[config.mk]
export PLATFORM = sky130hd
export DESIGN_NAME = nspi_frame_sequencer
export DESIGN_NICKNAME = d
export VERILOG_FILES = /design/src/rtl/nspi_pkg.sv /design/src/rtl/nspi_frame_sequencer.sv
export SDC_FILE = /design/constraint.sdc
export NUM_CORES = 1
export LEC_CHECK = 0
export BUFFER_PORTS_ARGS = -buffer_cell sky130_fd_sc_hd__buf_4
export CORE_MARGIN = 2
export CORE_UTILIZATION = 45
export DETAILED_ROUTE_END_ITERATION = 10
export PLACE_DENSITY = 0.68
export RECOVER_POWER = 50
export SLEW_MARGIN = 20
export SYNTH_ARGS = -nofsm -noshare
export SYNTH_HDL_FRONTEND = slang
export SYNTH_SLANG_ARGS = --single-unit
[constraint.sdc]
create_clock -name clk -period 2.5 [get_ports clk]
set_clock_uncertainty 0.15 [all_clocks]
set_input_delay 0.125 -clock clk [delete_from_list [all_inputs] [get_ports clk]]
set_output_delay 0.125 -clock clk [all_outputs]
set_load 0.03 [all_outputs]
[src/rtl/nspi_pkg.sv]
// Shared definitions for the nspi transmitter datapath: sequencer state
// encoding and channel-slice helpers used to address packed channel words.
package nspi_pkg;

    localparam int NSPI_CHANNELS = 3;
    localparam int NSPI_SPI_SIZE = 8;

    typedef enum logic [3:0] {
        ST_IDLE,
        ST_READ,
        ST_LOAD,
        ST_WAIT_READY,
        ST_START,
        ST_WAIT_BUSY,
        ST_WAIT_DONE,
        ST_GAP,
        ST_DONE
    } seq_state_t;

    // Channel ch of a packed word occupies [chan_lsb(ch, size) +: size].
    function automatic int chan_lsb(input int ch, input int size);
        return ch * size;
    endfunction

endpackage

[src/rtl/nspi_frame_sequencer.sv]
// Streams one frame of channel words from the frame RAM into nspi_tx, one
// handshaked transfer per byte slot, then idles for a latch gap.
module nspi_frame_sequencer
    import nspi_pkg::*;
#(
    parameter int CHANNEL_NUMBER  = NSPI_CHANNELS,
    parameter int SPI_SIZE        = NSPI_SPI_SIZE,
    parameter int BYTES_PER_FRAME = 384,
    parameter int LATCH_CYCLES    = 16,
    localparam int ADDR_WIDTH     = $clog2(BYTES_PER_FRAME),
    localparam int DATA_WIDTH     = SPI_SIZE * CHANNEL_NUMBER
) (
    input  logic                  clk,
    input  logic                  rst,
    input  logic                  frame_start,
    output logic                  frame_busy,
    output logic                  frame_done,
    output logic                  mem_rd_en,
    output logic [ADDR_WIDTH-1:0] mem_rd_addr,
    input  logic [DATA_WIDTH-1:0] mem_rd_data,
    output logic [DATA_WIDTH-1:0] O_data_flat,
    output logic                  start_tx,
    input  logic                  tx_finish
);

    localparam int GAP_WIDTH = $clog2(LATCH_CYCLES + 1);

    seq_state_t            state;
    logic [ADDR_WIDTH-1:0] word_idx;
    logic [GAP_WIDTH-1:0]  gap_cnt;

    wire last_word = (word_idx == ADDR_WIDTH'(BYTES_PER_FRAME - 1));
    wire gap_end   = (gap_cnt == GAP_WIDTH'(LATCH_CYCLES - 1));

    always_ff @(posedge clk) begin
        if (rst) begin
            state       <= ST_IDLE;
            word_idx    <= '0;
            gap_cnt     <= '0;
            O_data_flat <= '0;
        end else begin
            case (state)
                ST_IDLE: begin
                    if (frame_start) begin
                        word_idx <= '0;
                        state    <= ST_READ;
                    end
                end
                ST_READ: state <= ST_LOAD;
                ST_LOAD: begin
                    // RAM data arrives one cycle after the strobe; no bit reordering here.
                    O_data_flat <= mem_rd_data;
                    state       <= ST_WAIT_READY;
                end
                ST_WAIT_READY: begin
                    if (tx_finish) state <= ST_START;
                end
                ST_START: begin
                    // Hold the request until the transmitter acknowledges by going busy.
                    if (!tx_finish) state <= ST_WAIT_BUSY;
                end
                ST_WAIT_BUSY: state <= ST_WAIT_DONE;
                ST_WAIT_DONE: begin
                    if (tx_finish) begin
                        if (last_word) begin
                            gap_cnt <= '0;
                            state   <= ST_GAP;
                        end else begin
                            word_idx <= word_idx + 1'b1;
                            state    <= ST_READ;
                        end
                    end
                end
                ST_GAP: begin
                    if (gap_end) begin
                        gap_cnt <= '0;
                        state   <= ST_DONE;
                    end else begin
                        gap_cnt <= gap_cnt + 1'b1;
                    end
                end
                ST_DONE: state <= ST_IDLE;
                default: state <= ST_IDLE;
            endcase
        end
    end

    // Moore decode; the word index only moves on READ entry, so it doubles as the held address.
    assign frame_busy  = (state != ST_IDLE);
    assign frame_done  = (state == ST_DONE);
    assign mem_rd_en   = (state == ST_READ);
    assign mem_rd_addr = word_idx;
    assign start_tx    = (state == ST_START);

endmodule
==> run metrics, run 1 <==
max frequency=465 MHz; dpl hpwl=roughly 3.5 mm; Clock Root Buffer=clkbuf_8; period utilisation layout=0.860; Peak VDD IR=roughly 0.52 mV; CTS Buf Count=5; Setup CP Type=reg2reg; RSZ-0062 raised after global routing=false; hold path depth=2; filler instances=approximately 420; post-CTS setup buffer count=0; die width=71.0 um; Overall Global Routing Usage=0.225; max-slew violations=0; Mapped Cells=248; R2R Path Start=state[2]$_SDFFE_PP0P_; gr ovfl total=0; hold-fix buffers at CTS=24; area grow syn2layout=34.9%; PortBufs=64; Final ANT Viol Nets=0; row count=24; Routed WL=5.46 mm; Pwr per Cell Area=848 mW/mm^2; post-synthesis cell area=0.00202 mm^2; worst r2r dst=state[0]$_SDFFE_PP0P_; MaxCap Viol Count=0; Worst Hold Launch=rst; share of the synthesized area in the top cell type=0.416; top cells by area, synth=dfxtp_1 42%, nand2_1 11%, a21oi_1 8.4%; via count=about 2100; post-layout net count=around 360; R2R cell count=4; layout cells sized above 1=0.146; Worst Path Arrival=2.19 ns; status=finished clean; crit end category=flip-flop; Hold WC Path Type=in2reg; clk sinks=42; TNS Setup=0 ns; antenna violations before repair=0; drt first pass iters=4; final setup vio count=0; leading cell type by number of instances after synthesis=nand2_1; IO Pins=65; Data required, critical path=~2.5 ns; largest net degree at the start of global routing=42; number of nets produced by synthesis=278; WL per Instance=14.3 um; R2R setup slack=0.35 ns; syn_area_per_cell=8.15 um^2; yosys warns=0; CP Launch Type=flip-flop; Leak Pwr=just under 0.001 uW; top cells by count, synth=61 x nand2_1, 42 x dfxtp_1, 34 x a21oi_1; starting density of the core=0.464; clk_lat worst skew=0.30 ns; number of gates resized after cts=0; vias in the first global route=2007; RePlAce Congestion=0.836; most area-hungry cell type in the Yosys netlist=dfxtp_1; critical path fanouts, max=16; number of flops mapped to enable cells by yosys=0; TritonCTS clock tree=done; Slew @ Worst Pin=~0.54 ns; via-per-instance ratio=between 5 and 6; FF+latch count, synth=42; Worst-path clk slew=~0.080 ns; final hold violations=0; clk buf depth=2; fin crit period=2.15 ns; drt drc=0; first-pass GRT wire length=9.23 mm; hold path endpoint=mem_rd_addr[3]$_SDFFE_PP0P_; DRT iter0 DRCs=171; ys flop type=dfxtp_1; antenna fix cells=0; # H-tree levels=2; Slew HR=0.643; die outline height=71.0 um; async set or reset register ratio after synthesis=0; fin util=0.626; Core Footprint=0.00435 mm^2; die area=0.00504 mm^2; Distinct cells, synth=53; register area share after synthesis=0.416
critical path, cell delays in order (launching register included):
cell and delay, ns:
dfxtp_1 0.48, or3_1 0.54, a211o_1 0.39, nand3_1 0.14, mux2_2 0.34
cells in the final DEF, fill, tap and decap left out, drive strengths merged, types with 5 or more instances in the layout:
cell type	Yosys	routed
nand2	61	61
dfxtp	42	42
clkbuf	14	42
a21oi	34	34
buf	6	33
dlygate4sd3	0	24
nand3	9	9
nor3	7	7
inv	5	5
o21ai	5	5
power by group:
group / switching [uW] / leakage [uW] / internal (uW) / total (uW)
sequential: 111 / 0.000340 / 764 / 876
combinational: 577 / 0.000573 / 316 / 894
clock: 244 / 0.0000514 / 298 / 542
total: 932 / 0.000964 / 1380 / 2310
cell type report:
cell class | instances | area [um^2] | area share
clock inverters | 2 | 37.5 | 0.0138
well taps | 52 | 65.1 | 0.0239
multi-input cells | 181 | 1070 | 0.391
clock buffers | 6 | 72.6 | 0.0266
flip-flops and latches | 42 | 841 | 0.309
inverters | 5 | 18.8 | 0.00689
repair buffers | 93 | 624 | 0.229
worst max-delay path by stage:
stage                                startpoint                     endpoint  slack (ns)  cells past startpoint
finish                    state[2]$_SDFFE_PP0P_        state[0]$_SDFFE_PP0P_        0.35                      4
CTS                       state[2]$_SDFFE_PP0P_        state[0]$_SDFFE_PP0P_        0.37                      4
detailed placement        state[2]$_SDFFE_PP0P_        state[0]$_SDFFE_PP0P_        0.38                      4
global placement          state[2]$_SDFFE_PP0P_        state[0]$_SDFFE_PP0P_        0.42                      4
floorplan           mem_rd_addr[0]$_SDFFE_PP0P_  mem_rd_addr[8]$_SDFFE_PP0P_        0.35                      6
global route              state[2]$_SDFFE_PP0P_        state[0]$_SDFFE_PP0P_        0.26                      4
layer usage:
| layer | vias to the layer above | part of all wire | track usage |
|---|---|---|---|
| li1 | 1060 | - | - |
| met5 | - | 0 | 0 |
| met3 | 9 | 0.051 | 0.0541 |
| met4 | 0 | 0.014 | 0.0608 |
| met2 | 61 | 0.49 | 0.379 |
| met1 | 984 | 0.45 | 0.290 |
state kept, by name, summed over array words and instances, names as in the netlist:
name         count
O_data_flat     24
mem_rd_addr      9
gap_cnt          5
state            4
stage by stage:
step	instance area, um^2	setup WS [ns]	hold slack (ns)	instances	total power (uW)
detailed placement	2510	0.380	0.231	349	1820
CTS	2860	0.368	0.114	381	2390
finish	2730	0.351	0.128	381	2310
global placement	2510	0.418	0.222	349	1810
global route	2730	0.262	0.141	381	2440
floorplan	2020	0.354	0.111	248	1550
cell families (layout without fill, tap and decap cells):
kind of cell	after synthesis	count (layout)	share of synthesized area
adder cells (fa/ha/maj)	2	2	0.0124
multiplexers	2	2	0.0105
buffers and inverters	25	106	0.0563
AO/OA/AOI/OAI	66	66	0.219
AND/OR/NAND/NOR	111	111	0.286
flip-flops	42	42	0.416
(Power assumes the default switching activity.)
==> run 2, diff against run 1 <==
Settings changed: ABC_AREA from default to 1.
==> run metrics, run 2 <==
Synth Area in XOR/XNOR=0.0128; via-per-instance ratio=a little under 5; top cells by count, synth=73 x nor2_1, 51 x nand2_1, 42 x dfxtp_1; TritonCTS clock tree=done; crit end category=flip-flop; vias in the first global route=1920; die width=71.5 um; Final ANT Viol Nets=0; Setup CP Type=reg2reg; fin crit period=around 1.9 ns; max frequency=around 530 MHz; Distinct cells, synth=32; most frequent cells in the layout=74 x nor2_1, 52 x nand2_1, 42 x dfxtp_1; first-pass GRT wire length=8.63 mm; number of flops mapped to enable cells by yosys=0; layout cells sized above 1=0.165; Overall Global Routing Usage=0.212; clk sinks=42; gr ovfl total=0; number of nets produced by synthesis=approximately 320; fin util=0.624; filler instances=434; crit path from=state[2]$_SDFFE_PP0P_; TNS Setup=0 ns; Mapped Cells=293; max-slew violations=0; post-layout net count=between 400 and 500; Worst Hold Launch=tx_finish; die outline height=71.5 um; FF+latch count, synth=42; post-synthesis mux area share=0; Most flops, register=O_data_flat; critical path fanouts, max=24; Leak Pwr=0.00120 uW; R2R Path Start=state[2]$_SDFFE_PP0P_; Worst-path clk slew=0.08 ns; Post-Synth Simple-Gate Area=0.374; IO Pins=65; CP Buf/Inv Count=1; worst-path cell chain=nor2_1 -> nand2_1 -> nor2_4 -> clkbuf_2 -> o21ai_0 -> nor2_1; Clock Root Buffer=clkbuf_8; Slew HR=0.517; die area=just over 0.005 mm^2; yosys warns=0; CTS Buf Count=5; Hold WC Path Type=in2reg; status=finished clean; Pwr per Cell Area=681 mW/mm^2; largest net degree at the start of global routing=29; post-synthesis cell area=between 0.002 and 0.0025 mm^2; clk buf depth=2; leading cell type by number of instances after synthesis=nor2_1; post-CTS setup buffer count=0; # H-tree levels=2; most area-hungry cell type in the Yosys netlist=dfxtp_1; Worst Path Arrival=1.98 ns; PortBufs=64; CP peak stage delay=0.39 ns; DRT iter0 DRCs=90; period utilisation layout=0.761; starting density of the core=0.467; Peak VDD IR=0.425 mV; Adder-Cell Fraction of Synth Area=0.0122; row count=24; Slew @ Worst Pin=a little over 0.7 ns; largest family of logic cells by synthesized area=simple AND/OR/NAND/NOR gates; share of the synthesized area in the top cell type=0.411; Synth Area in Compound Gates=0.116; top cells by area, synth=dfxtp_1 41%, nor2_1 13%, nand2_1 9.3%; antenna violations before repair=0; clk_lat worst skew=around 0.30 ns; area grow syn2layout=33.6%; max reg flops=24; RSZ-0062 raised after global routing=false; WL per Instance=between 10 and 15 um; MaxCap Viol Count=0; via count=2102; Core Footprint=around 0.0044 mm^2; final hold violations=0; register area share after synthesis=0.411; Worst path slowest cell=clkbuf_2; commonest non-fill, non-tap cell in the layout=nor2_1; antenna fix cells=0; CP Launch Type=flip-flop; ys flop type=dfxtp_1; async set or reset register ratio after synthesis=0; most used cell, CP=nor2_1; drt first pass iters=4; syn_area_per_cell=6.99 um^2; final setup vio count=0; Data required, critical path=2.58 ns; Routed WL=slightly above 5 mm; CP top delay family=simple AND/OR/NAND/NOR gates; dpl hpwl=3.35 mm; RePlAce Congestion=0.819; drt drc=0
-- run 2: tightest hold or removal path: stages --
cell     delay [ns]
buf_4          0.08
inv_1          0.06
nand3_1        0.12
nand2_1        0.06
inv_1          0.05
a21oi_1        0.05
-- run 2: logic make-up (layout without fill, tap and decap cells) --
group	after synthesis	in the layout
XOR/XNOR	3	3
adder cells (fa/ha/maj)	2	2
AND/OR/NAND/NOR	171	171
buffers and inverters	33	121
AO/OA/AOI/OAI	42	42
flip-flops	42	42
-- run 2: final timing paths --
path | slack [ns] | depth (start not counted) | end
setup / recovery | 0.60 | 6 | O_data_flat[1]$_SDFFE_PP0P_
hold / removal | 0.15 | 6 | state[0]$_SDFFE_PP0P_
setup reg to reg | 0.60 | 6 | O_data_flat[1]$_SDFFE_PP0P_
hold reg to reg | 0.35 | 2 | gap_cnt[4]$_SDFFE_PP0P_
-- run 2: per-layer routing --
metal | up-vias | wire [um] | track usage
li1 | 1107 | - | -
met1 | 922 | 2430 | 0.278
met2 | 66 | 2290 | 0.330
met3 | 7 | 398 | 0.0689
met4 | 0 | 76 | 0.0755
met5 | - | 0 | 0
-- run 2: layout make-up --
type / count / area, um^2 / area share
sequential: 42 / 841 / 0.307
timing repair buffer: 90 / 604 / 0.221
clock buffer: 6 / 72.6 / 0.0265
clock inverter: 2 / 13.8 / 0.00503
multi-input combinational: 218 / 1050 / 0.384
inverter: 23 / 88.8 / 0.0325
tap: 52 / 65.1 / 0.0238
-- run 2: what timing repair did --
action / 4_1_cts / 5_1_grt
hold buffers: 25 / 0
hold endpoints to repair: 30 / 0
resized for setup: 0 / 0
setup endpoints to repair: 0 / 0
-- run 2: metrics by stage --
| step | instances | hold WS (ns) | cell area, um^2 | worst slack [ns] | total power [uW] |
|---|---|---|---|---|---|
| 4_1_cts | 433 | 0.140 | 2880 | 0.714 | 1940 |
| 6_report | 433 | 0.154 | 2740 | 0.597 | 1860 |
| 3_3_place_gp | 400 | 0.194 | 2540 | 0.791 | 1470 |
| 3_5_place_dp | 400 | 0.202 | 2540 | 0.736 | 1480 |
| 2_1_floorplan | 293 | 0.110 | 2050 | 0.587 | 1280 |
| 5_1_grt | 433 | 0.179 | 2740 | 0.420 | 1970 |
-- run 2: where the power goes --
group	internal, uW	leakage (uW)	switching [uW]
Combinational	178	0.000815	449
Clock	197	0.0000452	236
Sequential	752	0.000341	52.4
